`src/rtl/ram_fifo_ctrl_pkg.sv`:
```
// Shared types for the RAM-backed FIFO controller: how the occupancy count moves each cycle.
package ram_fifo_ctrl_pkg;

  typedef enum logic [1:0] {
    CNT_HOLD = 2'd0,
    CNT_INC  = 2'd1,
    CNT_DEC  = 2'd2
  } cnt_op_e;

  // A push and a pop in the same cycle cancel out, so the count only moves on a lone push or pop.
  function automatic cnt_op_e cnt_op(input logic push, input logic pop);
    cnt_op_e op;
    op = CNT_HOLD;
    if (push && !pop) op = CNT_INC;
    else if (pop && !push) op = CNT_DEC;
    return op;
  endfunction

endpackage

```
`src/rtl/ram_fifo_ctrl.sv`:
```
// Pointer/flow-control stage that turns a sync-write, async-read dual-port RAM into a show-ahead FIFO.
// The parent instantiates the RAM beside this block and wires the ram_* ports to it.
module ram_fifo_ctrl
  import ram_fifo_ctrl_pkg::*;
#(
  parameter int ADDR_WIDTH = 4,
  parameter int DATA_WIDTH = 8,
  parameter int AF_LEVEL   = 12
) (
  input  logic                  clk,
  input  logic                  rst_n,
  input  logic                  flush,
  input  logic                  in_valid,
  output logic                  in_ready,
  input  logic [DATA_WIDTH-1:0] in_data,
  output logic                  out_valid,
  input  logic                  out_ready,
  output logic [DATA_WIDTH-1:0] out_data,
  output logic [ADDR_WIDTH:0]   count,
  output logic                  almost_full,
  output logic                  ram_en,
  output logic [ADDR_WIDTH-1:0] ram_w_addr,
  output logic [ADDR_WIDTH-1:0] ram_r_addr,
  output logic [DATA_WIDTH-1:0] ram_data_in,
  input  logic [DATA_WIDTH-1:0] ram_data_out
);

  localparam int PW    = ADDR_WIDTH + 1;
  localparam int DEPTH = 2 ** ADDR_WIDTH;

  logic [PW-1:0] wr_ptr;
  logic [PW-1:0] rd_ptr;
  logic          empty;
  logic          full;
  logic          push;
  logic          pop;

  // The extra wrap bit distinguishes full from empty when the address bits coincide.
  assign empty = (wr_ptr == rd_ptr);
  assign full  = (wr_ptr[ADDR_WIDTH-1:0] == rd_ptr[ADDR_WIDTH-1:0]) &&
                 (wr_ptr[ADDR_WIDTH] != rd_ptr[ADDR_WIDTH]);

  assign in_ready  = !full;
  assign out_valid = !empty;
  assign push      = in_valid && in_ready;
  assign pop       = out_valid && out_ready;

  // The RAM must not capture a word while reset or flush is discarding it.
  assign ram_en      = push && !flush && rst_n;
  assign ram_w_addr  = wr_ptr[ADDR_WIDTH-1:0];
  assign ram_r_addr  = rd_ptr[ADDR_WIDTH-1:0];
  assign ram_data_in = in_data;
  assign out_data    = ram_data_out;

  assign almost_full = (count >= PW'(AF_LEVEL));

  always_ff @(posedge clk or negedge rst_n) begin
    if (!rst_n) begin
      wr_ptr <= '0;
      rd_ptr <= '0;
      count  <= '0;
    end else if (flush) begin
      wr_ptr <= '0;
      rd_ptr <= '0;
      count  <= '0;
    end else begin
      if (push) wr_ptr <= wr_ptr + PW'(1);
      if (pop)  rd_ptr <= rd_ptr + PW'(1);
      case (cnt_op(push, pop))
        CNT_INC: if (count != PW'(DEPTH)) count <= count + PW'(1);
        CNT_DEC: if (count != '0)         count <= count - PW'(1);
        default: count <= count;
      endcase
    end
  end

endmodule

```
`config.mk`:
```
export PLATFORM = sky130hd
export DESIGN_NAME = ram_fifo_ctrl
export DESIGN_NICKNAME = d
export VERILOG_FILES = /design/src/rtl/ram_fifo_ctrl_pkg.sv /design/src/rtl/ram_fifo_ctrl.sv
export SDC_FILE = /design/constraint.sdc
export NUM_CORES = 1
export LEC_CHECK = 0
export ABC_AREA = 1
export CAP_MARGIN = 10
export CORE_MARGIN = 2
export CORE_UTILIZATION = 46
export DETAILED_ROUTE_END_ITERATION = 7
export PLACE_DENSITY = 0.86
export SYNTH_ARGS = -nofsm -noshare
export SYNTH_HDL_FRONTEND = slang
export SYNTH_SLANG_ARGS = --single-unit
```
`constraint.sdc`:
```
create_clock -name clk -period 6.5 [get_ports clk]
set_clock_uncertainty 0.15 [all_clocks]
set_input_delay 0.65 -clock clk [delete_from_list [all_inputs] [get_ports clk]]
set_output_delay 0.65 -clock clk [all_outputs]
set_load 0.005 [all_outputs]
```
### Yosys cells after proc, flatten, opt, wreduce, memory -nomap -nowiden

Index checks and enable logic that the tools add are counted.
W data, S select, Z words.

| cells by class | value |
|---|---|
| add/sub/neg operators | 4 |
| $lt $le $gt $ge | 1 |
| eq/ne operators | 8 |
| multiplexer cells | 11 |
| reductions and logical operators | 17 |

Operator list:

| cell | number |
|---|---|
| $mux W5 | 7 |
| $add A5 B1 Y5 const B | 3 |
| $pmux W5 S2 | 1 |
| $logic_and A1 B1 Y1 | 7 |
| $mux W2 | 3 |
| $ne A3 B3 Y1 const B | 2 |
| $eq A5 B5 Y1 | 1 |
| $ge A5 B4 Y1 const B | 1 |
| $logic_not A1 Y1 | 5 |
| $ne A5 B5 Y1 const B | 1 |
| $reduce_bool A5 Y1 | 1 |
| $sub A5 B1 Y5 const B | 1 |
| $eq A4 B4 Y1 | 1 |
| $reduce_bool A2 Y1 | 2 |
| $reduce_and A3 Y1 | 1 |
| $reduce_bool A3 Y1 | 1 |
| $eq A2 B1 Y1 const B | 1 |
| $eq A2 B2 Y1 const B | 1 |
| $ne A1 B1 Y1 | 1 |

| storage, ports and cells | value |
|---|---|
| register bits | 15 |
| input bits | 21 |
| output and inout port bits | 33 |

### Logic depth before layout (Yosys ltp)

Gate-level depths: netlist of run 1.

| depth | value |
|---|---|
| depth in word-level cells | 12 |
| gate-level depth with buffers | 18 |

### Least setup slack after synthesis of run 1

OpenSTA, ideal clock, no wires.

| timing | value |
|---|---|
| kind | flip-flop to flip-flop |
| start point | reg rd_ptr[4] |
| end point | reg count[4] |
| setup time | 0.117 ns |
| arrival time | 2.006 ns |
| slack | 4.226 ns |
| cell stages (with the launch flop) | 15 |
| path buffers | 0 |
| clock period less this slack | 2.274 ns |
| path through | dfrtp_1 xnor2_1 nand3b_2 nand2_4 nand2_4 inv_1 ha_1 nand2_1 nor2_1 a211oi_1 nand3_1 nand2_1 inv_1 nand3_1 nand2_1 |

| on the way | value |
|---|---|
| word-level cells in the longest chain between the ends | 12 |

Ends and longest elaborated chain:

| what | RTL line | text |
|---|---|---|
| start: declaration | ram_fifo_ctrl.sv:32 | `logic [PW-1:0] rd_ptr;` |
| start signal: assignment | ram_fifo_ctrl.sv:68 | `if (pop) rd_ptr <= rd_ptr + PW'(1);` |
| $ne A1 B1 Y1 (*) | ram_fifo_ctrl.sv:41 | `(wr_ptr[ADDR_WIDTH] != rd_ptr[ADDR_WIDTH]);` |
| $logic_and A1 B1 Y1 (*) | ram_fifo_ctrl.sv:40 | `assign full = (wr_ptr[ADDR_WIDTH-1:0] == rd_ptr[ADDR_WIDTH-1:0]) &&` |
| $logic_not A1 Y1 (*) | ram_fifo_ctrl.sv:43 | `assign in_ready = !full;` |
| via in_ready | ram_fifo_ctrl.sv:14 | `output logic in_ready,` |
| $logic_and A1 B1 Y1 (*) | ram_fifo_ctrl.sv:45 | `assign push = in_valid && in_ready;` |
| $logic_not A1 Y1 | ram_fifo_ctrl_pkg.sv:15 | `else if (pop && !push) op = CNT_DEC;` |
| $logic_and A1 B1 Y1 | ram_fifo_ctrl_pkg.sv:15 |  |
| $mux W2 | ram_fifo_ctrl_pkg.sv:15 |  |
| $mux W2 (*) | ram_fifo_ctrl_pkg.sv:14 | `if (push && !pop) op = CNT_INC;` |
| $mux W2 (*) | ram_fifo_ctrl.sv:62 | `end else if (flush) begin` |
| $eq A2 B2 Y1 / $eq A2 B1 Y1 (equally long branches) | ram_fifo_ctrl.sv:69 | `case (cnt_op(push, pop))` |
| $ne A3 B3 Y1 (no source line), or another cell as far along | - |  |
| $reduce_and A3 Y1 (no source line) / $mux W5 (equally long branches) | - |  |
| end signal: assignment | ram_fifo_ctrl.sv:70 | `CNT_INC: if (count != PW'(DEPTH)) count <= count + PW'(1);` |
| end signal: assignment | ram_fifo_ctrl.sv:71 | `CNT_DEC: if (count != '0) count <= count - PW'(1);` |
| end signal: assignment | ram_fifo_ctrl.sv:72 | `default: count <= count;` |
| end: declaration | ram_fifo_ctrl.sv:19 | `output logic [ADDR_WIDTH:0] count,` |

Mark *: on every way through the listed nets, which the timed path passes. The rest lies on a longest branch. The select of a mux whose other input is x is not followed.
A chain may end at the register's enable or synchronous reset.

### Final worst setup path of run 1

| timing | value |
|---|---|
| start point | in flush |
| end point | out ram_en |

| on the way | value |
|---|---|
| word-level cells in the longest chain between the ends | 3 |

Ends and longest elaborated chain:

| what | RTL line | text |
|---|---|---|
| start: declaration | ram_fifo_ctrl.sv:12 | `input logic flush,` |
| $logic_not A1 Y1 | ram_fifo_ctrl.sv:49 | `assign ram_en = push && !flush && rst_n;` |
| $logic_and A1 B1 Y1 (2 in a row) | ram_fifo_ctrl.sv:49 |  |
| end: declaration | ram_fifo_ctrl.sv:21 | `output logic ram_en,` |

Every way passes these cells.

==> impl_summary.md, run 1 <==
Floorplan
Once the floorplan was initialized, standard cells occupied 49.8% of the core. The chip height is 56.2 um. In this run the horizontal extent of the chip is between 50 and 60 um. 54 I/O pins were placed. The area of the die is about 3200 um^2. The region available for standard cell placement spans 2520 um^2. The count of standard-cell rows is 18.

Global route
The number of antenna violations at the first check in global routing is 0. For this run the aggregate overflow at the end of global routing stands at 0. The number of global-route vias before repair is 977. The global-route usage over all layers is 15.7%. The largest net degree at the start of global routing is 17. The first global-routing pass estimated 3960 um of wire.

Logic synthesis
The largest area contributor in the synthesized netlist is sky130_fd_sc_hd__dfrtp_1. Counting instances in the post-synthesis netlist gives the leading cell types as sky130_fd_sc_hd__nand2_1, sky130_fd_sc_hd__buf_4, sky130_fd_sc_hd__inv_1, sky130_fd_sc_hd__dfrtp_1, sky130_fd_sc_hd__nor2_1. Among all cell types in the netlist, the one instantiated most often is sky130_fd_sc_hd__nand2_1. The synthesized area per cell is 7.75 um^2. The instance count of the mapped netlist is 162.

The share of synthesized area spent on multiplexers is 0%. The synthesized netlist devotes 1.40% of its cell area to XOR and XNOR gates. The dominant combinational cell family by area after synthesis is simple AND/OR/NAND/NOR gates. The share of Yosys cell area claimed by the top area cell type is approximately 30%.

When the netlist entered floorplanning its net count stood at around 190. After Yosys synthesis, full adders, half adders and majority gates account for under 10% of the synthesized area. Ranked by total cell area, the synthesized netlist is headed by sky130_fd_sc_hd__dfrtp_1, sky130_fd_sc_hd__buf_4, sky130_fd_sc_hd__nand2_1, sky130_fd_sc_hd__inv_1, sky130_fd_sc_hd__ha_1.

After synthesis, the share of flip-flops with an asynchronous set or reset is 100%. The synthesized-area fraction occupied by ao, oa, aoi and oai cells is 8.18%. In this run the cell area of the synthesized design comes to 1250 um^2. The synthesized netlist contains 30 unique library cells.

Counting flops with a built-in enable in the synthesized netlist gives 0. Synthesis inferred 15 register bits. Summing the areas of all and, or, nand and nor instances in the mapped netlist gives between 30% and 40% of the synthesized area. In the synthesized netlist the dominant register cell turns out to be sky130_fd_sc_hd__dfrtp_1. Of the synthesized area, sequential elements account for 29.9%. During synthesis, Yosys emitted a total of 0 warnings.

Clock tree
The number of clock buffers inserted by TritonCTS is 3. CTS built an H-tree with a depth of 1. The number of hold-repair buffers added at the cts stage is 0. The number of gates resized after CTS is 0.

The clock latency on the worst-skew pair is 0.28 ns. The TritonCTS sink count is 15. The maximum count of clock buffers along a single path is 2. The clock slew at the register clock pins of the worst setup and hold paths is roughly 0.080 ns. The TritonCTS clock tree is done. The root buffer cell chosen for the clock tree is sky130_fd_sc_hd__clkbuf_4. In this run the post-CTS setup repair buffer count came out at 0.

Critical path
On the worst path, the slowest cell contributes a delay of about 0.55 ns. The largest driver fanout on the critical path is 12. Walking the worst path, the cells encountered are clkdlybuf4s50_1 -> inv_1 -> nand2_1 -> nor2_1 -> clkdlybuf4s50_1. The kind of launch point of the worst setup path is a primary input. The worst setup path is of the primary input to output pin kind. By instance count, the cell type seen most on the critical path is sky130_fd_sc_hd__clkdlybuf4s50_1. The cell with the largest stage delay on the worst path is sky130_fd_sc_hd__clkdlybuf4s50_1. The type of destination of the critical path is an output pin. Data on the critical path arrives at its endpoint at ~2.3 ns.

Data on the critical path is required at its endpoint by 5.70 ns.

Timing
The worst pin sits at a relative slew slack of 53.3%. Of the available clock period, the critical path in the final layout requires 47.5%. The final worst setup slack is about 3.4 ns. The worst slack on hold paths is 0.416 ns. The final critical-path required period is a little over 3 ns.

Derived from the worst setup path, the maximum achievable clock frequency is 0.324 GHz. Setup total negative slack on the finished layout was measured at 0 ns. The final count of hold timing violations is 0. Setup repair after global routing left no endpoint under its margin. The measured slew at the worst slew-check pin is 0.698 ns. The number of max-slew violations in the final report came to 0.

Setup violations remaining at the end of the flow were counted as 0.

Place
Summed over all nets, the half-perimeter wirelength after detailed placement is 1830 um. Routability-driven placement finished with a final weighted congestion of 0.833. The worst setup slack before clock tree synthesis is roughly 3.4 ns. The number of buffers added on ports is 21.

Drt
The ratio of routed vias to standard cells is 5.15. The first routing iteration left 15 violations. The first detailed-routing pass took 4 iterations. In the final routed layout, each cell accounts on average for 12.0 um. The number of DRC violations after detailed routing is 0. The routed design has between 2000 and 2500 um of wire. The number of nets still failing antenna checks after routing is 0. The routed layout has 983 vias.

Power
Dividing total power by cell area gives a power density of ~250 nW/um^2. The internal power of the cells is 0.000202 W. Combinational logic burns 46.7% of the power. The leakage power is 0.638 nW. Summed over all nets, the switching power comes to roughly 0.00013 W.

The maximum vdd drop is 0.172 mV. Per report_power, the sequential group accounts for 37.3% of the total. Net switching is 38.5% of the power. The part of the power in the clock network is 16.0%.

Hold path
In this run the worst hold path is classified as register to register.

Final layout
The antenna diode instance count is 0. Of the cells placed in the final design, the portion with a size suffix greater than 1 is 12.4%. The layout overhead on the synthesized area is 6.78%.

In the final design database the tool counted approximately 190 nets.

Status
The run finished with clean final reports.

Run
The tool flagged a number of max-cap violations equal to 0.
[power by group through the flow]
stage	Combinational, W	Clock (W)	Sequential, W
after floorplan	0.000104	0	0.000122
after global routing	0.000170	0.0000585	0.000126
final	0.000154	0.0000525	0.000123
after CTS	0.000154	0.0000552	0.000122
after global placement	0.000146	0	0.000123
after detailed placement	0.000152	0	0.000124
[metal layers]
| layer | global-route usage, % | share of wire (%) | vias up |
|---|---|---|---|
| li1 | - | - | 489 |
| met1 | 18.8 | 46 | 455 |
| met2 | 26.1 | 46 | 32 |
| met3 | 2.56 | 5.3 | 7 |
| met4 | 9.52 | 2.4 | 0 |
| met5 | 0 | 0 | - |
[final cells by class]
class	count	area (um^2)
clock buffers	4	26.3
flip-flops and latches	15	375
repair buffers	21	210
inverters	23	88.8
fillers	252	1180
well taps	30	37.5
multi-input cells	98	602
[per-stage QoR]
stage               area (um^2)  cells  power (W)  util, %
floorplan                  1250    162   0.000227        -
CTS                        1340    191   0.000332     53.1
finish                     1340    191   0.000329     53.1
detailed placement         1310    187   0.000277     52.1
global placement           1310    187   0.000270     52.1
global route               1340    191   0.000354     53.1
[worst paths after layout]
| path | start | slack [ns] | to | cells after the start |
|---|---|---|---|---|
| min in group asynchronous | rst_n | 0.63 | count[2] | 1 |
| max in group asynchronous | rst_n | 5.12 | rd_ptr[4] | 1 |
| worst min-delay path | count[0] | 0.42 | count[0] | 2 |
| worst min register to register | count[0] | 0.42 | count[0] | 2 |
| worst max-delay path | flush | 3.41 | ram_en | 5 |
| worst max register to register | wr_ptr[0] | 3.89 | count[4] | 18 |
[worst max-delay path: cells and delay by family]
family                 cells  cell delay, ns
buffers and inverters      3            1.41
AND/OR/NAND/NOR            2            0.22
[state kept, by name, indices dropped and copies added (netlist names)]
| register | count |
|---|---|
| count | 5 |
| rd_ptr | 5 |
| wr_ptr | 5 |
[cell usage in the layout (no fill, tap or decap)]
master,synthesis,layout
sky130_fd_sc_hd__nand2_1,27,27
sky130_fd_sc_hd__clkdlybuf4s50_1,0,21
sky130_fd_sc_hd__inv_1,20,20
sky130_fd_sc_hd__dfrtp_1,15,15
sky130_fd_sc_hd__nor2_1,14,14
sky130_fd_sc_hd__o21ai_0,7,7
sky130_fd_sc_hd__nand3_1,6,6
sky130_fd_sc_hd__a21oi_1,6,6
sky130_fd_sc_hd__nor3_1,5,5
sky130_fd_sc_hd__ha_1,5,5
sky130_fd_sc_hd__nand2_4,4,4
sky130_fd_sc_hd__nor2_4,3,3
sky130_fd_sc_hd__nand4_1,3,3
sky130_fd_sc_hd__o21ai_1,3,3
sky130_fd_sc_hd__clkbuf_4,0,3
sky130_fd_sc_hd__nand2_2,2,2
sky130_fd_sc_hd__inv_2,2,2
sky130_fd_sc_hd__a211oi_1,2,2
sky130_fd_sc_hd__and3_1,2,2
sky130_fd_sc_hd__xnor2_1,1,1
sky130_fd_sc_hd__nand3_4,1,1
sky130_fd_sc_hd__inv_4,1,1
sky130_fd_sc_hd__nand3b_2,1,1
sky130_fd_sc_hd__nor2_2,1,1
sky130_fd_sc_hd__nand4_2,1,1
sky130_fd_sc_hd__nor2_8,1,1
sky130_fd_sc_hd__a21o_1,1,1
sky130_fd_sc_hd__xor2_1,1,1
sky130_fd_sc_hd__fa_1,1,1
sky130_fd_sc_hd__clkbuf_1,1,1
[cells by family (layout without fill, tap and decap cells)]
logic type      after synthesis  in the layout
simple gates                 71             71
buf+inv                      49             48
compound gates               19             19
flops                        15             15
fa+ha+maj                     6              6
xor+xnor                      2              2
No activity file was read; power rests on OpenSTA's default activity.
==> run 2, diff against run 1 <==
CORE_UTILIZATION = 42   (was 46)
PLACE_DENSITY = 0.8   (was 0.86)
clock period = 2.9 ns   (was 6.5 ns; I/O delays follow)
==> impl_summary.md, run 2 (synthesis gave the netlist of run 1 again) <==
Status
The run finished, with violations left. The checks that failed: DRC.

Global route
The number of antenna violations at the first check in global routing is 0. The first global-routing pass estimated around 3600 um of wire. Global routing used 13.9% of the available tracks across all layers.

For this run the aggregate overflow at the end of global routing stands at 0. Entering global routing, the biggest net connects 16 pins. The number of global-route vias before repair is approximately 840.

Critical path
The kind of launch point of the worst setup path is a register. The critical path ends at count[4]. Data on the critical path is required at its endpoint by 2.93 ns. The startpoint of the worst-slack reg-to-reg timing path is wr_ptr[0]. STA puts the critical path data arrival time at 2.56 ns. The largest driver fanout on the critical path is 7. STA classifies the critical path endpoint as a register. The cell count of the worst reg-to-reg path is 18.

Tracing the worst setup path back leads to its startpoint at wr_ptr[0]. The end of the worst register-to-register path is count[4]. The startpoint-to-endpoint class of the critical path is register to register. The worst reg-to-reg setup slack is 0.37 ns.

Timing
At the pin with the least slew margin, the transition time is 0.348 ns. The total negative slack for setup checks is 0 ns. The final critical-path required period is 2.53 ns. The final count of hold timing violations is 0. Setup violations remaining at the end of the flow were counted as 0.

Setup slack on the critical path of the routed design comes to 0.372 ns. The final critical path takes up around 87% of the cycle. For this run, the top clock speed supported by timing is 0.396 GHz. The number of max-slew violations in the final report is 0. The tightest slew margin relative to the limit is 76.8%.

Setup repair after global routing left no endpoint under its margin.

Drt
The ratio of routed vias to standard cells is between 4 and 5. Across all layers, the routed design uses 937 vias. The first detailed-routing pass ran for 6 iterations. Dividing the detail-routed wire length by the instance count gives 11.3 um. The detailed router finished its first iteration with 24 violations. Once detail routing completed, the nets flagged for antenna violations numbered 0.

After detailed routing, the number of remaining DRC violations is 3. The total length of routed wires is 2190 um.

Clock tree
CTS built an H-tree with a depth of 1. The number of clock buffers inserted by TritonCTS is 3. The buffers inserted during post-CTS setup optimization is 0. The clock tree root driver cell is sky130_fd_sc_hd__clkbuf_4. The TritonCTS clock tree is done. At the later pin of the worst-skew pair, clock insertion delay measures 0.28 ns.

The clock net in this run drives a total of 15 sinks. The clock slew at the register clock pins of the worst setup and hold paths is 0.09 ns. For this design, the CTS-stage hold fixing added 0 buffers. The number of gates resized after CTS is 0. No sink is reached through more buffers than the 2 on the longest clock path.

Power
The sum of internal, switching and leakage power is 0.000728 W. For this design the static power due to leakage is 0.647 nW. IR analysis of the VDD net gives a maximum drop of 0.258 mV.

The total power per unit cell area is 537 nW/um^2.

Hold path
The path class of the tightest hold or removal check is primary input to asynchronous set/reset pin.

Final layout
The count of fill cells added during filler insertion is 278. 0 antenna diodes ended up in the layout. The post-route netlist has 13.5% of its cells at a drive strength greater than 1. The top cell types in the final layout, fill and taps aside, are sky130_fd_sc_hd__nand2_1, sky130_fd_sc_hd__clkdlybuf4s50_1, sky130_fd_sc_hd__inv_1.

The most common library cell in the layout ignoring fill and taps is sky130_fd_sc_hd__nand2_1. The register area is ~380 um^2. After routing the design area is 1360 um^2. Excluding fillers, the count of instances in the completed layout stands at ~190. After the last flow step, the layout net total stands at 191. The largest registers in the layout are count x5, rd_ptr x5, wr_ptr x5.

Summing all multi-input logic gate instances after layout gives roughly 600 um^2. The area growth from synthesis to layout is 8.08%.

Run
The count of maximum capacitance violations is 0.

Floorplan
between 50 and 60 I/O pins were placed. The die covers around 3400 um^2. In this run the vertical extent of the chip is 58.7 um. The placeable core region is around 2800 um^2. The die boundary width is 58.7 um. Row generation in the floorplan step produced 19 rows.

The initial standard-cell utilization of the core is 44.7%.

Place
The global placement routability congestion is 0.867. The worst setup slack before clock tree synthesis is 0.396 ns. In this run, placement finished with an instance count of 190. During placement, the flow inserted port buffers numbering 21. The wire-length estimate of the detail-placed layout is 1700 um. Once placement finished, the instance area stood at 1330 um^2.
run 2: cell count changes in the layout (fill, tap and decap cells not counted), sizes merged:
cell / change
buf: +2
run 2: power by group:
part	internal [W]	leakage, nW	switching (W)
Clock	0.0000533	0.0150	0.0000658
Sequential	0.000241	0.203	0.0000345
Combinational	0.000160	0.429	0.000174
run 2: how the worst min path moves through the flow:
stage | startpoint | to | slack, ns | cells after the start
6_report | rst_n | wr_ptr[0] | 0.21 | 2
5_1_grt | rst_n | rd_ptr[2] | 0.22 | 2
4_1_cts | rst_n | rd_ptr[2] | 0.21 | 2
3_5_place_dp | count[4] | count[4] | 0.39 | 2
3_3_place_gp | count[0] | count[0] | 0.37 | 2
2_1_floorplan | rst_n | count[0] | -0.16 | 0
run 2: area by class of cell:
| class | instances | area share, % |
|---|---|---|
| clock buffer | 4 | 1.94 |
| inverter | 23 | 6.55 |
| multi-input combinational | 98 | 44.4 |
| sequential | 15 | 27.7 |
| tap | 31 | 2.86 |
| timing repair buffer | 23 | 16.6 |
run 2: per-layer routing:
layer	GRT usage [%]	routed length (um)	vias to the layer above
li1	-	-	492
met1	19.2	1070	421
met2	21.3	975	22
met3	3.30	122	2
met4	4.87	19	0
met5	0	0	-
run 2: metrics by stage:
step                util [%]  hold slack (ns)
CTS                     48.3            0.215
global route            48.3            0.218
detailed placement      47.4            0.393
finish                  48.3            0.207
global placement        47.4            0.365
floorplan                  -           -0.156
run 2: worst max-delay path, cell delays in order (launching register included):
cell                       delay [ns]
sky130_fd_sc_hd__dfrtp_1         0.46
sky130_fd_sc_hd__inv_1           0.06
sky130_fd_sc_hd__nand2_1         0.07
sky130_fd_sc_hd__nand2_2         0.06
sky130_fd_sc_hd__nor2_4          0.15
sky130_fd_sc_hd__nand3_4         0.10
sky130_fd_sc_hd__nand2_4         0.12
sky130_fd_sc_hd__inv_4           0.06
sky130_fd_sc_hd__nand2_4         0.08
sky130_fd_sc_hd__inv_1           0.07
sky130_fd_sc_hd__ha_1            0.31
sky130_fd_sc_hd__nand2_1         0.09
sky130_fd_sc_hd__nor2_1          0.04
sky130_fd_sc_hd__a211oi_1        0.28
sky130_fd_sc_hd__nand3_1         0.12
sky130_fd_sc_hd__nand2_1         0.07
sky130_fd_sc_hd__inv_1           0.04
sky130_fd_sc_hd__nand3_1         0.05
sky130_fd_sc_hd__nand2_1         0.04
==> run 3, diff against run 2 <==
SETUP_SLACK_MARGIN = 0.2   (was not set)
SKIP_LAST_GASP = 1   (was not set)
==> impl_summary.md, run 3 (synthesis gave the netlist of run 1 again) <==
Final layout
At the end of the flow the core is filled with cells to 48.5%. The number of nets in the layout is 191. The count of fill cells added during filler insertion is 276. Leaving out fill and tap cells, the most frequent cells in the layout are sky130_fd_sc_hd__nand2_1, sky130_fd_sc_hd__clkdlybuf4s50_1, sky130_fd_sc_hd__inv_1. The register area is 375 um^2. From synthesis to final layout, the design area changed by 8.47%. Summing all multi-input logic gate instances after layout gives 607 um^2. In the final layout, the registers with the most flip-flops are count x5, rd_ptr x5, wr_ptr x5.

The fraction of final layout cells sized beyond drive strength 1 is 14.1%. The antenna diode instance count is 0. The most common library cell in the layout ignoring fill and taps is sky130_fd_sc_hd__nand2_1. After routing the design area is 1360 um^2.

Drt
The detailed-router iteration count before antenna repair is 6. The routed layout has roughly 930 vias. Once detail routing completed, the nets flagged for antenna violations numbered 0. After detailed routing, the average wire length per cell comes to 11.2 um. The number of DRC violations after detailed routing is 3.

The ratio of routed vias to standard cells is 4.81. The total length of routed wires is around 2200 um. For this block, the initial DRC count from the detailed router was 22.

Timing
The tightest slew margin relative to the limit is 76.7%. The number of max-slew violations in the final report is 0. The worst path uses around 86% of the clock period.

Setup repair after global routing left no endpoint under its margin. The measured slew at the worst slew-check pin is 0.349 ns. The final count of hold timing violations is 0. After routing, the total negative slack on setup checks comes to 0 ns. Static timing analysis puts the maximum clock frequency at 0.401 GHz.

After layout, the worst setup slack is 0.403 ns. The routed design could run at a clock period as short as around 2.5 ns. Setup violations remaining at the end of the flow were counted as 0.

Clock tree
The number of levels in the clock H-tree is 1. The maximum count of clock buffers along a single path is 2. The clock latency on the worst-skew pair is 0.28 ns. Clock-pin slew was measured on the worst setup and hold paths at around 0.09 ns. For this design, the CTS-stage hold fixing added 0 buffers. Clock tree synthesis selected as its root buffer the cell sky130_fd_sc_hd__clkbuf_4. Counting the buffers created by CTS gives 3.

The number of gates resized after CTS is 0. Buffers added to address setup during post-CTS repair amount to 0. The TritonCTS sink count is 15. The TritonCTS clock tree is done.

Critical path
The startpoint of the worst setup timing path is rd_ptr[4]. The worst reg-to-reg setup slack is 0.48 ns. STA classifies the critical path startpoint as a register. The cell count of the worst reg-to-reg path is 18. The startpoint of the worst-slack reg-to-reg timing path is wr_ptr[0].

The worst endpoint required time is 2.46 ns. The data arrival time of the critical path is slightly above 2 ns. In this run the worst path has a maximum fanout of 7. The critical path is of the register to output pin type. The type of destination of the critical path is an output pin.

Floorplan
The initial utilization of the core area, before any placement, comes to 44.7%. The I/O pin total is between 50 and 60. The die is roughly 60 um wide. The region available for standard cell placement spans 2810 um^2.

The chip height is 58.7 um. In this run the core area contains 19 standard-cell rows. The area of the die is 3440 um^2.

Power
In this run the static leakage power is 0.648 nW. Summing internal, switching and leakage power gives ~0.00073 W. VDD sags by at most about 0.26 mV. The total power per unit cell area is 536 nW/um^2.

Status
The final reports fail on DRC. The flow ran to the end, but the final reports show violations.

Hold path
In this run the worst hold path is classified as primary input to asynchronous set/reset pin.

Global route
The first global-routing pass estimated 3630 um of wire. Entering global routing, the biggest net connects 16 pins. The number of global-route vias before repair was 838. The sum of overflow across all layers after global routing is 0. The global-route usage over all layers is 13.9%. The number of antenna violations at the first check in global routing is 0.

Place
The worst setup slack before clock tree synthesis is 0.396 ns. The global placement routability congestion is 0.867. The placed wire-length estimate after detailed placement is 1700 um. The cell area after placement is 1330 um^2.

The number of buffers added on ports is 21.

Run
The count of maximum capacitance violations is 0.
run 3: layer usage:
metal  global-route usage [%]  routed length [um]
met1                     19.2                1040
met2                     21.3                 983
met3                     3.30                 124
met4                     4.87                  19
met5                        0                   0
run 3: final cells by class:
cell class              instances  share of cell area (%)
clock buffers                   4                    1.93
well taps                      31                    2.85
inverters                      23                    6.53
repair buffers                 23                    16.5
multi-input cells              98                    44.6
flip-flops and latches         15                    27.6
run 3: path summary, 6_finish.rpt:
path                                   to
worst max-delay path               ram_en
worst min-delay path            wr_ptr[0]
worst max register to register   count[4]
worst min register to register   count[0]
max in group asynchronous       wr_ptr[4]
min in group clk                 count[0]
run 3: worst max-delay path, stage by stage, from the launching register on:
cell	delay (ns)
sky130_fd_sc_hd__dfrtp_1	0.41
sky130_fd_sc_hd__xnor2_1	0.29
sky130_fd_sc_hd__nand3b_2	0.22
sky130_fd_sc_hd__nand2_4	0.10
sky130_fd_sc_hd__inv_2	0.10
sky130_fd_sc_hd__nand2_1	0.07
sky130_fd_sc_hd__nor2_1	0.09
sky130_fd_sc_hd__clkdlybuf4s50_1	0.51
run 3: stage by stage:
step | hold slack (ns) | cells
after global routing | 0.218 | 194
after CTS | 0.215 | 194
final | 0.209 | 194
after detailed placement | 0.393 | 190
after global placement | 0.365 | 190
after floorplan | -0.156 | 162
run 3: report_power, final:
part | switching, W | total [W] | internal, W | leakage [nW]
sequential | 0.0000346 | 0.000275 | 0.000241 | 0.203
combinational | 0.000174 | 0.000336 | 0.000161 | 0.430
clock | 0.0000654 | 0.000119 | 0.0000533 | 0.0150
